### config.mk
export PLATFORM = sky130hd
export DESIGN_NAME = mem_arbiter
export DESIGN_NICKNAME = d
export VERILOG_FILES = /design/src/rtl/mem_arbiter_pkg.sv /design/src/rtl/rr_picker.sv /design/src/rtl/mem_arbiter.sv
export VERILOG_INCLUDE_DIRS = /design/src /design/src/rtl
export SDC_FILE = /design/constraint.sdc
export NUM_CORES = 1
export LEC_CHECK = 0
export BUFFER_PORTS_ARGS = -buffer_cell sky130_fd_sc_hd__buf_2
export CORE_AREA = 2 2 165 167
export DETAILED_ROUTE_END_ITERATION = 6
export DIE_AREA = 0 0 167 169
export GPL_ROUTABILITY_DRIVEN = 0
export GPL_TIMING_DRIVEN = 0
export PLACE_DENSITY_LB_ADDON = 0.08
export SYNTH_ARGS = -nofsm -noshare
export SYNTH_HDL_FRONTEND = slang
export SYNTH_SLANG_ARGS = --single-unit
export TNS_END_PERCENT = 30
### constraint.sdc
create_clock -name clk -period 1.8 [get_ports clk]
set_input_delay 0 -clock clk [delete_from_list [all_inputs] [get_ports clk]]
set_output_delay 0 -clock clk [all_outputs]
set_load 0.01 [all_outputs]
### src/rtl/def.svh
// def.svh: system-wide bus widths and constants shared across the processor.
`ifndef DEF_SVH
`define DEF_SVH

`define TRUE     1'b1
`define FALSE    1'b0
`define ZERO     32'h0000_0000
`define ADDR_BUS 31:0
`define DATA_BUS 31:0

// Requesters sharing the single data-memory port.
`define MEM_ARB_NUM_REQ 4

`endif

### src/rtl/mem_arbiter_pkg.sv
// mem_arbiter_pkg: arbiter state type, bus widths and the rotate-pointer helper.
`include "def.svh"

package mem_arbiter_pkg;

   localparam int unsigned ADDR_W          = 32;
   localparam int unsigned DATA_W          = 32;
   localparam int unsigned NUM_REQ_DEFAULT = `MEM_ARB_NUM_REQ;

   typedef enum logic {
      StIdle,
      StBusy
   } arb_state_e;

   // Index after idx, wrapping at n back to 0.
   function automatic int unsigned next_idx(input int unsigned idx, input int unsigned n);
      return (idx + 1 >= n) ? 0 : idx + 1;
   endfunction

endpackage

### src/rtl/rr_picker.sv
// rr_picker: combinational search for the first set request bit, starting at rr_ptr with wrap.
// Fixed-priority users tie rr_ptr_i to zero.
module rr_picker #(
   parameter int unsigned NUM_REQ = 4,
   parameter int unsigned IDX_W   = $clog2(NUM_REQ)
) (
   input  logic [NUM_REQ-1:0] req_i,
   input  logic [IDX_W-1:0]   rr_ptr_i,
   output logic [IDX_W-1:0]   winner_o,
   output logic               any_req_o
);

   localparam int unsigned SUM_W = IDX_W + 1;

   // One extra bit holds the unwrapped rr_ptr + offset.
   logic [SUM_W-1:0] idx;

   always_comb begin
      winner_o  = '0;
      any_req_o = 1'b0;
      idx       = '0;
      for (int unsigned i = 0; i < NUM_REQ; i++) begin
         idx = {1'b0, rr_ptr_i} + SUM_W'(i);
         if (idx >= SUM_W'(NUM_REQ)) begin
            idx = idx - SUM_W'(NUM_REQ);
         end
         if (!any_req_o && req_i[idx[IDX_W-1:0]]) begin
            any_req_o = 1'b1;
            winner_o  = idx[IDX_W-1:0];
         end
      end
   end

endmodule

### src/rtl/mem_arbiter.sv
// mem_arbiter: shares one data-memory port between NUM_REQ burst requesters, locking the grant
// per burst. Round-robin by default; define MEM_ARB_FIXED_PRIO_EN for lowest-index-wins priority.
`include "def.svh"

module mem_arbiter
   import mem_arbiter_pkg::*;
#(
   parameter int unsigned NUM_REQ = NUM_REQ_DEFAULT,
   parameter int unsigned IDX_W   = $clog2(NUM_REQ)
) (
   input  logic                          clk,
   input  logic                          rst,
   input  logic [NUM_REQ-1:0]            req_ce_i,
   input  logic [NUM_REQ-1:0]            req_we_i,
   input  logic [NUM_REQ-1:0][`ADDR_BUS] req_addr_i,
   input  logic [NUM_REQ-1:0][3:0]       req_width_i,
   input  logic [NUM_REQ-1:0][`DATA_BUS] req_data_i,
   output logic [`DATA_BUS]              req_data_o,
   output logic [NUM_REQ-1:0]            req_ready_o,
   output logic                          mem_ce_o,
   output logic                          mem_we_o,
   output logic [`ADDR_BUS]              mem_addr_o,
   output logic [3:0]                    mem_width_o,
   output logic [`DATA_BUS]              mem_data_o,
   input  logic [`DATA_BUS]              mem_data_i,
   input  logic                          mem_ready_i,
   output logic                          grant_valid_o,
   output logic [IDX_W-1:0]              grant_o
);

   arb_state_e       state_q, state_d;
   logic [IDX_W-1:0] grant_q, grant_d;
   logic [IDX_W-1:0] pick_ptr;
   logic [IDX_W-1:0] winner;
   logic             any_req;

`ifdef MEM_ARB_FIXED_PRIO_EN
   assign pick_ptr = '0;
`else
   logic [IDX_W-1:0] rr_ptr_q, rr_ptr_d;
   assign pick_ptr = rr_ptr_q;
`endif

   rr_picker #(
      .NUM_REQ (NUM_REQ),
      .IDX_W   (IDX_W)
   ) u_picker (
      .req_i     (req_ce_i),
      .rr_ptr_i  (pick_ptr),
      .winner_o  (winner),
      .any_req_o (any_req)
   );

   always_comb begin
      state_d  = state_q;
      grant_d  = grant_q;
`ifndef MEM_ARB_FIXED_PRIO_EN
      rr_ptr_d = rr_ptr_q;
`endif
      case (state_q)
         StIdle: begin
            if (any_req) begin
               grant_d  = winner;
               state_d  = StBusy;
`ifndef MEM_ARB_FIXED_PRIO_EN
               // The new owner drops to lowest priority for the next round.
               rr_ptr_d = IDX_W'(next_idx(32'(winner), NUM_REQ));
`endif
            end
         end
         StBusy: begin
            if (!req_ce_i[grant_q]) begin
               state_d = StIdle;
            end
         end
         default: state_d = StIdle;
      endcase
   end

   always_ff @(posedge clk) begin
      if (rst) begin
         state_q  <= StIdle;
         grant_q  <= '0;
`ifndef MEM_ARB_FIXED_PRIO_EN
         rr_ptr_q <= '0;
`endif
      end else begin
         state_q  <= state_d;
         grant_q  <= grant_d;
`ifndef MEM_ARB_FIXED_PRIO_EN
         rr_ptr_q <= rr_ptr_d;
`endif
      end
   end

   // Memory side is a pure mux of the owner; ce drops in the same cycle the owner releases.
   always_comb begin
      mem_ce_o    = `FALSE;
      mem_we_o    = `FALSE;
      mem_addr_o  = `ZERO;
      mem_width_o = '0;
      mem_data_o  = `ZERO;
      req_ready_o = '0;
      if (state_q == StBusy) begin
         mem_ce_o             = req_ce_i[grant_q];
         mem_we_o             = req_we_i[grant_q];
         mem_addr_o           = req_addr_i[grant_q];
         mem_width_o          = req_width_i[grant_q];
         mem_data_o           = req_data_i[grant_q];
         req_ready_o[grant_q] = mem_ready_i;
      end
   end

   assign req_data_o    = mem_data_i;
   assign grant_valid_o = (state_q == StBusy);
   assign grant_o       = grant_q;

endmodule

==> results.toml <==
[clock_network]
clock_latency_ns = 0.23
clock_sinks = 5
clk_pin_slew_worst_paths_ns = 0.03
h-tree-depth = 1
cts_tree = "built"
root_buffer = "clkbuf_16"
clock_path_buffers = 2
cts-buffers-inserted = 3

[layout]
design_area_mm2 = 0.00559
multi_input_area_mm2 = 0.00228
seq_area_um2 = 104
area_growth_pct = 107
utilization_pct = 21.1
fin_cells = 980
fillers = 2943
n_antenna_cell = 0
nets = 956
drive_gt1_share_pct = 85.8

[floorplan]
rows = 60
die_h_um = 169
io_pins = 424
dieWidth_um = 167
core_mm2 = 0.0265
initial_core_util_pct = 10.2
die-area_mm2 = 0.0282

[synth]
yosys_warnings = 0
yosysUniqueCellTypes = 28
async_flop_share_pct = 0
synth_area_per_cell_um2 = 11.3
ys.flop_type = "dfxtp_1"
syn_inst = 239
synth_sequential_area_ratio_pct = 3.70
synth-edff-count = 0
synthesis.area_mm2 = 0.00270
syn-num-nets = 555
ys_seq_elements = 5

[power]
p_per_area_mw_per_mm2 = 460
p_sw_share_pct = 35.1
power.leakage_nw = 2.76
ir_worst_vdd_uv = 422
p_switching_mw = 0.903
p_comb_share_pct = 79.8
power.share.clock_pct = 14.2
seq_power_share_pct = 6.0
p_int_mw = 1.67

[detailed_routing]
first_pass_iters = 4
ant_nets = 0
via_per_inst = 3.80
drt-wirelength-per-cell_um = 16.6
drt_iter0_markers = 45
drc_errors = 0
num_vias = 3727
wl_mm = 16.3

[timing]
max_freq_ghz = 0.568
fin_skew_ns = 0.00130
slew_headroom_pct = 69.0
rsz0062_at_grt = "yes"
worst_slew_pin_slew_ns = 0.465
fin_crit_sh_pct = 97.7
tns_ns = 0
fin_hold_ws_ns = 0.0166
drv_slew = 0
report.final.setup_viol = 0
fin_crit_ns = 1.76
hold_viol_final = 0

[worst_setup_path]
path_max_fanout = 10
reg2reg_depth = 7
end_kind = "output pin"
r2r-end = "pick_ptr[0]$_SDFFE_PP0P_"
crit_slowest_cell = "mux4_2"
worstPathArrival_ns = 1.76
cp_cell_sequence = "buf_12 -> buf_12 -> mux4_2 -> and2_1 -> buf_2"
r2r_start = "pick_ptr[1]$_SDFFE_PP0P_"
required_ns = 1.80
cp-start-kind = "flip-flop"
crit_type = "reg -> out"
cpMostUsedCell = "buf_12"
rrSetupSlack_ns = 0.24
critical-path-max-stage-delay_ns = 0.49

[global_route]
grt_pass1_vias = 3978
grt_pass1_wl_mm = 23.2
grt_max_degree = 11
grtUsageTotal_pct = 10.6
grt-ovfl-total = 0
antenna_found_initial = 0

[placed_design]
dpl_cell_area_mm2 = 0.00509
dp_hpwl_mm = 14.0
io_buffers = 391
placed_cells = 971

[worst_hold_path]
hold_end = "grant_o[0]$_SDFFE_PP0P_"
worstHoldStart = "rst"
hold_class = "in -> reg"
hold_depth = 2

[job]
maxCapViolations = 0

[run_status]
status = "finished clean"
## Yosys cell counts, types with 3 or more instances
library cell	n	share of area [%]
dfxtp_1	5	3.7
nor2_1	5	0.69
mux4_2	69	57
clkbuf_1	10	1.4
nor3_1	3	0.56
buf_4	38	11
inv_1	4	0.56
buf_2	4	0.74
a21oi_1	6	1.1
nand2_1	4	0.56
buf_1	4	0.56
and2_1	69	16
## layer usage
metal	up-vias	GRT usage (%)	part of all wire, %
li1	1699	-	-
met1	1787	11.6	35
met2	229	21.6	57
met3	12	1.87	7.1
met4	0	1.05	1.1
met5	-	0	0
## layout make-up
type | instances | area share (%)
timing repair buffer | 396 | 39.1
inverter | 4 | 0.269
multi-input combinational | 173 | 40.7
sequential | 5 | 1.86
buffer | 57 | 9.00
clock buffer | 4 | 1.41
tap | 341 | 7.64
## power groups by stage
stage          Sequential (mW)  Clock [mW]  Combinational (mW)
5_1_grt                  0.158       0.387                2.22
6_report                 0.155       0.365                2.05
4_1_cts                  0.155       0.372                1.94
3_5_place_dp             0.148           0                1.81
3_3_place_gp             0.148           0                1.80
2_1_floorplan            0.148           0                1.06
## critical path: cells and delay by family, from the launching register on
family	cells	cell delay, ns
flip-flops	1	0.39
buffers and inverters	3	0.48
AND/OR/NAND/NOR	1	0.17
multiplexers	1	0.49
## flip-flops by register name, summed over array words and instances (netlist names)
name,cells
grant_o,2
pick_ptr,2
grant_valid_o,1
## logic make-up (layout without fill, tap and decap cells)
kind of cell	count (synthesis)	in the layout	share of synthesized area, %
flops	5	5	3.70
simple gates	90	90	20.1
mux	72	72	59.2
fa+ha+maj	1	1	0.463
compound gates	10	10	2.31
buf+inv	61	461	14.2
## repair_timing
| item | in CTS | in global routing |
|---|---|---|
| setup endpoints to repair | 72 | 60 |
| resized for setup | 32 | 63 |
| pin swaps | 0 | 0 |
| endpoints found under the hold margin | 0 | 0 |
| gates cloned | 2 | 0 |
| setup buffers | 3 | 0 |
| hold buffers | 0 | 0 |
## worst max-delay path by stage
stage	startpoint	to
after detailed placement	grant_valid_o$_SDFF_PP0_	req_ready_o[2]
after CTS	grant_o[0]$_SDFFE_PP0P_	mem_addr_o[18]
after global placement	grant_valid_o$_SDFF_PP0_	req_ready_o[2]
final	grant_o[0]$_SDFFE_PP0P_	mem_data_o[5]
after floorplan	grant_o[0]$_SDFFE_PP0P_	mem_addr_o[0]
after global routing	grant_o[0]$_SDFFE_PP0P_	mem_width_o[3]
## placed cells by master, fill, tap and decap left out, types with 6 or more instances in the layout
master	instances
buf_4	38
and2_4	23
buf_12	6
and2_1	46
buf_2	367
a21oi_1	6
clkbuf_1	7
mux4_2	70
buf_6	26
## metrics by stage
stage | setup WS [ns] | total power, mW
detailed placement | -0.331 | 1.96
CTS | -0.0406 | 2.46
global placement | -0.328 | 1.94
global route | -0.0196 | 2.77
finish | 0.0408 | 2.57
floorplan | 0.266 | 1.21
Power figures use the tool's default switching activity.
